## config.mk

```make
export PLATFORM = sky130hd
export DESIGN_NAME = rx_frame_ctrl
export DESIGN_NICKNAME = d
export VERILOG_FILES = /design/src/rtl/rx_frame_ctrl.sv
export SDC_FILE = /design/constraint.sdc
export NUM_CORES = 1
export LEC_CHECK = 0
export ABC_AREA = 0
export CAP_MARGIN = 20
export CORE_UTILIZATION = 39
export CTS_BUF_LIST = sky130_fd_sc_hd__clkbuf_16
export DETAILED_ROUTE_END_ITERATION = 6
export PLACE_DENSITY_LB_ADDON = 0.25
export SYNTH_ARGS = -nofsm -noshare
export SYNTH_HDL_FRONTEND = slang
export SYNTH_SLANG_ARGS = --single-unit
```

## constraint.sdc

```tcl
create_clock -name Clock -period 2.22 [get_ports Clock]
set_input_delay 0.333 -clock Clock [delete_from_list [all_inputs] [get_ports Clock]]
set_output_delay 0.333 -clock Clock [all_outputs]
set_load 0.03 [all_outputs]
```

## src/rtl/rx_frame_ctrl.sv

```systemverilog
// 16x-oversampled asynchronous serial receiver with a one-entry output holding register.
// Optional break detection is enabled by defining RX_FRAME_CTRL_BREAK_DETECT_EN.
module rx_frame_ctrl (
  input  logic       Clock,
  input  logic       Reset,
  input  logic       DataTx,
  input  logic [1:0] BaudRate,
  input  logic [1:0] ParityType,
  input  logic       RdReady,
  output logic       RdValid,
  output logic [7:0] Data,
  output logic       ParityErr,
  output logic       FrameErr,
  output logic       Overrun,
`ifdef RX_FRAME_CTRL_BREAK_DETECT_EN
  output logic       Break,
`endif
  output logic       Busy
);

  typedef enum logic [2:0] {S_IDLE, S_START, S_DATA, S_PARITY, S_STOP} state_t;

  state_t      state_q, state_d;
  logic        sync1_q, sync1_d;
  logic        sync2_q, sync2_d;
  logic        rx_prev_q, rx_prev_d;
  logic [10:0] baud_cnt_q, baud_cnt_d;
  logic [3:0]  tick_cnt_q, tick_cnt_d;
  logic [2:0]  bit_cnt_q, bit_cnt_d;
  logic [7:0]  shift_q, shift_d;
  logic [1:0]  baud_sel_q, baud_sel_d;
  logic [1:0]  par_sel_q, par_sel_d;
  logic        perr_frame_q, perr_frame_d;
  logic [7:0]  data_q, data_d;
  logic        rd_valid_q, rd_valid_d;
  logic        perr_q, perr_d;
  logic        ferr_q, ferr_d;
  logic        overrun_q, overrun_d;
`ifdef RX_FRAME_CTRL_BREAK_DETECT_EN
  logic        brk_q, brk_d;
`endif
  logic        tick, sample, stop_evt, hs;

  function automatic logic [10:0] osr_reload(input logic [1:0] sel);
    case (sel)
      2'b00:   return 11'd1302;
      2'b01:   return 11'd651;
      2'b10:   return 11'd326;
      default: return 11'd163;
    endcase
  endfunction

  function automatic logic parity_on(input logic [1:0] sel);
    return (sel == 2'b01) || (sel == 2'b10);
  endfunction

  function automatic logic parity_err(input logic [7:0] d, input logic b, input logic [1:0] sel);
    if (!parity_on(sel)) return 1'b0;
    return (^d ^ b) ^ (sel == 2'b01);
  endfunction

  always_comb begin
    sync1_d      = DataTx;
    sync2_d      = sync1_q;
    rx_prev_d    = sync2_q;
    state_d      = state_q;
    baud_cnt_d   = baud_cnt_q;
    tick_cnt_d   = tick_cnt_q;
    bit_cnt_d    = bit_cnt_q;
    shift_d      = shift_q;
    baud_sel_d   = baud_sel_q;
    par_sel_d    = par_sel_q;
    perr_frame_d = perr_frame_q;
    data_d       = data_q;
    rd_valid_d   = rd_valid_q;
    perr_d       = perr_q;
    ferr_d       = ferr_q;
    overrun_d    = overrun_q;
`ifdef RX_FRAME_CTRL_BREAK_DETECT_EN
    brk_d        = brk_q;
`endif
    tick         = 1'b0;
    stop_evt     = 1'b0;
    hs           = rd_valid_q && RdReady;

    // Oversample divider: one tick every osr_reload() cycles while a frame is in flight
    if (state_q != S_IDLE) begin
      if (baud_cnt_q == 11'd1) begin
        tick       = 1'b1;
        baud_cnt_d = osr_reload(baud_sel_q);
        tick_cnt_d = tick_cnt_q + 4'd1;
      end else begin
        baud_cnt_d = baud_cnt_q - 11'd1;
      end
    end
    sample = tick && (tick_cnt_q == 4'd15);

    case (state_q)
      S_IDLE: begin
        if (rx_prev_q && !sync2_q) begin
          state_d      = S_START;
          baud_sel_d   = BaudRate;
          par_sel_d    = ParityType;
          baud_cnt_d   = osr_reload(BaudRate);
          tick_cnt_d   = 4'd0;
          bit_cnt_d    = 3'd0;
          perr_frame_d = 1'b0;
        end
      end
      S_START: begin
        if (tick && (tick_cnt_q == 4'd7)) begin
          tick_cnt_d = 4'd0;
          state_d    = sync2_q ? S_IDLE : S_DATA;
        end
      end
      S_DATA: begin
        if (sample) begin
          shift_d   = {sync2_q, shift_q[7:1]};
          bit_cnt_d = bit_cnt_q + 3'd1;
          if (bit_cnt_q == 3'd7) state_d = parity_on(par_sel_q) ? S_PARITY : S_STOP;
        end
      end
      S_PARITY: begin
        if (sample) begin
          perr_frame_d = parity_err(shift_q, sync2_q, par_sel_q);
          state_d      = S_STOP;
        end
      end
      S_STOP: begin
        if (sample) begin
          stop_evt = 1'b1;
          state_d  = S_IDLE;
        end
      end
      default: state_d = S_IDLE;
    endcase

    // Holding register: a completed frame replaces it only if empty or being consumed now
    if (stop_evt && (!rd_valid_q || hs)) begin
      data_d     = shift_q;
      perr_d     = perr_frame_q;
      ferr_d     = !sync2_q;
      rd_valid_d = 1'b1;
      overrun_d  = 1'b0;
`ifdef RX_FRAME_CTRL_BREAK_DETECT_EN
      brk_d      = (shift_q == 8'h00) && !sync2_q;
`endif
    end else if (stop_evt) begin
      overrun_d = 1'b1;
    end else if (hs) begin
      rd_valid_d = 1'b0;
      overrun_d  = 1'b0;
`ifdef RX_FRAME_CTRL_BREAK_DETECT_EN
      brk_d      = 1'b0;
`endif
    end
  end

  always_ff @(posedge Clock) begin
    if (Reset) begin
      state_q      <= S_IDLE;
      sync1_q      <= 1'b1;
      sync2_q      <= 1'b1;
      rx_prev_q    <= 1'b1;
      baud_cnt_q   <= '0;
      tick_cnt_q   <= '0;
      bit_cnt_q    <= '0;
      shift_q      <= '0;
      baud_sel_q   <= '0;
      par_sel_q    <= '0;
      perr_frame_q <= 1'b0;
      data_q       <= '0;
      rd_valid_q   <= 1'b0;
      perr_q       <= 1'b0;
      ferr_q       <= 1'b0;
      overrun_q    <= 1'b0;
`ifdef RX_FRAME_CTRL_BREAK_DETECT_EN
      brk_q        <= 1'b0;
`endif
    end else begin
      state_q      <= state_d;
      sync1_q      <= sync1_d;
      sync2_q      <= sync2_d;
      rx_prev_q    <= rx_prev_d;
      baud_cnt_q   <= baud_cnt_d;
      tick_cnt_q   <= tick_cnt_d;
      bit_cnt_q    <= bit_cnt_d;
      shift_q      <= shift_d;
      baud_sel_q   <= baud_sel_d;
      par_sel_q    <= par_sel_d;
      perr_frame_q <= perr_frame_d;
      data_q       <= data_d;
      rd_valid_q   <= rd_valid_d;
      perr_q       <= perr_d;
      ferr_q       <= ferr_d;
      overrun_q    <= overrun_d;
`ifdef RX_FRAME_CTRL_BREAK_DETECT_EN
      brk_q        <= brk_d;
`endif
    end
  end

  assign RdValid   = rd_valid_q;
  assign Data      = data_q;
  assign ParityErr = perr_q;
  assign FrameErr  = ferr_q;
  assign Overrun   = overrun_q;
  assign Busy      = (state_q != S_IDLE);
`ifdef RX_FRAME_CTRL_BREAK_DETECT_EN
  assign Break     = brk_q;
`endif

endmodule

```

==> tab_implementation.tex <==
\begin{tabular}{lr}
\hline
Metric & Value \\
\hline
\multicolumn{2}{l}{\textbf{Finish}} \\
\quad Final design utilization & 48.4\% \\
\quad Multi-input gate area in the final layout & 1500 um2 \\
\quad Number of fill cells in the layout & about 580 \\
\quad Area growth from synthesis to layout & 18.2\% \\
\quad Share of final-layout standard cells stronger than drive strength 1 & about 14\% \\
\quad Storage element area & 981 um2 \\
\quad Nets@finish & $\sim$350 \\
\quad Antenna cells & 0 \\
\multicolumn{2}{l}{\textbf{Critical path}} \\
\quad Maximum fanout along the worst path & 9 \\
\quad Path depth of the worst reg2reg path & 8 \\
\quad Required time reported for the critical path endpoint & 1.89 ns \\
\quad Largest delay contributor family on the critical path & buffers and inverters \\
\quad Flop-to-flop setup slack & 0.15 ns \\
\quad Worst path max stage delay & 0.61 ns \\
\quad Startpoint kind of the worst setup timing path & register \\
\quad Cells traversed along the worst timing path & nor3\_2, clkinv\_1, clkdlybuf4s50\_1 \\
\quad Stages on worst setup path & 3 \\
\quad Crit Path Category & register to output port \\
\quad Master of the slowest instance on the critical path & clkdlybuf4s50\_1 \\
\quad CP arrival & 1.75 ns \\
\quad Sum of buffers and inverters on the critical path & 2 \\
\quad Nature of the critical path endpoint & output port \\
\multicolumn{2}{l}{\textbf{Detailed routing}} \\
\quad Detailed-route wire length per cell & 14.3 um \\
\quad Amount of wire on met2 after detailed routing & 2580 um \\
\quad Total wire length & 5870 um \\
\quad Detailed-routed wire length on met3 & $\sim$260 um \\
\quad Wl on met1 & between 2000 and 3000 um \\
\quad DRT Pass-1 Iters & 6 \\
\quad Post-route ant nets & 0 \\
\quad Detailed-route vias per instance & between 5 and 6 \\
\quad Via count & 2223 \\
\quad DRC Markers & 2 \\
\quad Highest metal layer with signal wires & met4 \\
\quad Iteration-0 DRC count of the detailed router & roughly 100 \\
\multicolumn{2}{l}{\textbf{Floorplan}} \\
\quad Top-Level Pins & 21 \\
\quad Standard cell core area & 6420 um2 \\
\quad Number of placement rows & 29 \\
\quad X dimension of the die & approximately 84 um \\
\quad Floorplan die area & 7070 um2 \\
\quad Starting density of the core & 40.9\% \\
\quad Die H & around 84 um \\
\multicolumn{2}{l}{\textbf{Synth}} \\
\quad Sequential cell area fraction in the yosys report & 37.4\% \\
\quad Summed instance area of the synthesized netlist & between 2000 and 3000 um2 \\
\quad Simple-Gate Fraction of Synth Area & around a quarter \\
\quad Net count after synthesis & 318 \\
\quad FFs w/ async S/R, synth & 0\% \\
\quad Main combinational cell family by area after synthesis & simple AND/OR/NAND/NOR gates \\
\quad Mux share of post-synthesis cell area & about 5.7\% \\
\quad Number of warnings issued by yosys & 0 \\
\quad Synthesized flop and latch total & slightly below 50 \\
\quad Number of library cell types mapped by synthesis & 53 \\
\quad Share of the synthesized netlist area taken by xor and xnor gates & between 5 and 6\% \\
\quad Share of the synthesized area in compound gates (AO/OA/AOI/OAI) & 17.1\% \\
\quad Synth Instances & between 300 and 400 \\
\quad Share of synthesized cell area in full adder, half adder and majority cells & 2.86\% \\
\quad Number of synthesized flops with an enable pin & 0 \\
\quad Per-instance average area after synthesis & between 8 and 9 um2 \\
\quad Leading register cell type out of synthesis & dfxtp\_1 \\
\multicolumn{2}{l}{\textbf{Global routing}} \\
\quad Global-route congestion overflow total & 0 \\
\quad Pin count of the biggest net entering global routing & 37 \\
\quad Antenna violations before repair & 0 \\
\quad Gr usage total & 17.4\% \\
\quad Global-route wire length before repair & 9920 um \\
\quad Via count of the first global-routing pass & roughly 2k \\
\multicolumn{2}{l}{\textbf{Power}} \\
\quad Reported leakage power & 1.11 nW \\
\quad Worst IR drop on VDD & 407 uV \\
\quad Areal power density over the cells & 709 nW/um2 \\
\multicolumn{2}{l}{\textbf{Placed design}} \\
\quad Placed wire-length estimate & roughly 4200 um \\
\quad Setup slack at placement & 0.188 ns \\
\quad Routability-driven placement congestion ratio & 0.882 \\
\quad PortBufs & 20 \\
\multicolumn{2}{l}{\textbf{Timing}} \\
\quad Max-slew violation total from the final report & 0 \\
\quad Sum of negative setup slack & 0 ns \\
\quad Portion of the clock cycle consumed by the worst path in the final layout & roughly 94\% \\
\quad Max Clock Freq & 481 MHz \\
\quad Time the final worst path needs with I/O delays and setup & just over 2 ns \\
\quad Number of hold-slack violations in the final timing report & 0 \\
\quad Relative slew slack & 65.0\% \\
\quad Slew at the pin closest to its max-slew limit & 0.521 ns \\
\quad Setup Skew & approximately 0.0063 ns \\
\quad Final WS setup & approximately 0.14 ns \\
\quad Unrepaired setup endpoints after global routing & no \\
\quad Number of failing setup endpoints in the final timing report & 0 \\
\multicolumn{2}{l}{\textbf{Clocking}} \\
\quad H-tree level count & 2 \\
\quad CTS sink cnt & 49 \\
\quad Clock root buffer master & clkbuf\_16 \\
\quad \# hold bufs at CTS & 0 \\
\quad Number of buffers inserted during clock tree synthesis & 5 \\
\quad Post-CTS setup buffer count & 0 \\
\quad Maximum clock insertion buffer count & 2 \\
\quad Post-cts repair resize count & 0 \\
\quad Clock tree from TritonCTS & built \\
\quad Clock edge transition at the registers on the reported setup and hold paths & around 0.07 ns \\
\quad Latest clock arrival within the worst-skew pair & slightly below 0.3 ns \\
\multicolumn{2}{l}{\textbf{Run}} \\
\quad Max cap viols & 0 \\
\multicolumn{2}{l}{\textbf{Min path}} \\
\quad Hold path cells & 1 \\
\quad HP Class & register to register \\
\multicolumn{2}{l}{\textbf{Outcome}} \\
\quad Status & complete, but fails checks \\
\quad Violations in the final reports & DRC \\
\hline
\end{tabular}
-- power breakdown --
group	switching (mW)	internal (mW)	total, mW	leakage [nW]
Clock	0.368	0.432	0.800	0.0763
Combinational	0.243	0.186	0.429	0.631
Sequential	0.0549	0.918	0.973	0.398
-- final cells by class --
type                    instances  share of cell area (%)
flip-flops and latches         49                    31.6
well taps                      77                    3.10
clock inverters                 3                   0.927
clock buffers                   5                    4.03
repair buffers                 39                    11.4
multi-input cells             231                    48.2
inverters                       6                   0.725
-- through the flow --
| stage | total power, mW | std cells | area, um2 | hold slack, ns |
|---|---|---|---|---|
| after floorplan | 1.30 | 304 | 2630 | 0.389 |
| after global placement | 1.41 | 402 | 2950 | 0.394 |
| after detailed placement | 1.42 | 402 | 2950 | 0.400 |
| after CTS | 2.21 | 410 | 3110 | 0.426 |
| after global routing | 2.30 | 410 | 3110 | 0.457 |
| final | 2.20 | 410 | 3110 | 0.428 |
-- placed cells by master, fill, tap and decap left out, types with 4 or more instances in the layout --
| cell type | netlist | routed |
|---|---|---|
| clkbuf_16 | 0 | 5 |
| nor2_1 | 24 | 24 |
| nor3_1 | 9 | 9 |
| xnor2_1 | 12 | 12 |
| inv_1 | 5 | 5 |
| clkdlybuf4s50_1 | 0 | 20 |
| a211oi_1 | 9 | 9 |
| o21ai_0 | 10 | 10 |
| ha_1 | 6 | 6 |
| a21oi_1 | 29 | 29 |
| nor3b_1 | 6 | 6 |
| a221oi_1 | 5 | 5 |
| buf_4 | 1 | 18 |
| nand3_1 | 11 | 11 |
| or2_2 | 4 | 4 |
| mux2i_1 | 15 | 15 |
| nand2_1 | 41 | 41 |
| dfxtp_1 | 49 | 49 |
-- kinds of logic after synthesis --
| kind of cell | after synthesis |
|---|---|
| fa+ha+maj | 6 |
| buf+inv | 24 |
| mux | 15 |
| simple gates | 126 |
| flops | 49 |
| compound gates | 69 |
| xor+xnor | 15 |
-- synthesized netlist by cell type (2+ instances only) --
master | n | area, um2
nor4_1 | 2 | 12.5
dfxtp_1 | 49 | 981
and3_1 | 2 | 12.5
nand2_1 | 41 | 154
a21o_1 | 2 | 15.0
nor2_1 | 24 | 90.1
xnor2_1 | 12 | 105
ha_1 | 6 | 75.1
nand3_1 | 11 | 55.1
o21ai_0 | 10 | 50.1
or2_2 | 4 | 25.0
xor2_1 | 3 | 26.3
a211oi_1 | 9 | 67.6
mux2i_1 | 15 | 150
a221oi_1 | 5 | 43.8
or4_1 | 3 | 22.5
clkbuf_1 | 8 | 30.0
inv_1 | 5 | 18.8
a21oi_1 | 29 | 145
and3_2 | 2 | 15.0
a2111oi_2 | 2 | 30.0
nor3_1 | 9 | 45.0
a311oi_1 | 2 | 17.5
nor3_2 | 3 | 30.0
buf_2 | 2 | 10.0
nor2b_1 | 3 | 18.8
o21a_1 | 2 | 15.0
nor3b_1 | 6 | 45.0
buf_6 | 7 | 78.8
nand2b_1 | 3 | 18.8
-- sequential cells by signal (all words and copies together), names as in the netlist --
register / count
sync1_q: 1
rx_prev_q: 1
baud_cnt_q: 11
rx_prev_d: 1
tick_cnt_q: 4
par_sel_q: 2
Overrun: 1
Data: 8
perr_frame_q: 1
ParityErr: 1
baud_sel_q: 2
shift_q: 8
RdValid: 1
state_q: 3
FrameErr: 1
bit_cnt_q: 3
-- layer usage --
layer	track usage (%)	up-vias
li1	-	1134
met1	24.6	1024
met2	26.8	54
met3	3.07	11
met4	5.64	0
met5	0	-
-- worst reg2reg max path, cell delays in order, from the launching register on --
cell and delay, ns:
dfxtp_1 0.38, inv_1 0.08, ha_1 0.18, nor4b_4 0.13, buf_4 0.16, and3_2 0.27, a21boi_0 0.32, a211oi_1 0.11
a2111oi_2 0.33
-- final timing paths --
| check | from | end |
|---|---|---|
| max reg2reg | baud_cnt_q[1] | state_q[0] |
| max | state_q[2] | Busy |
| min | sync1_q | rx_prev_d |
| min reg2reg | sync1_q | rx_prev_d |
Power figures use the tool's default switching activity.
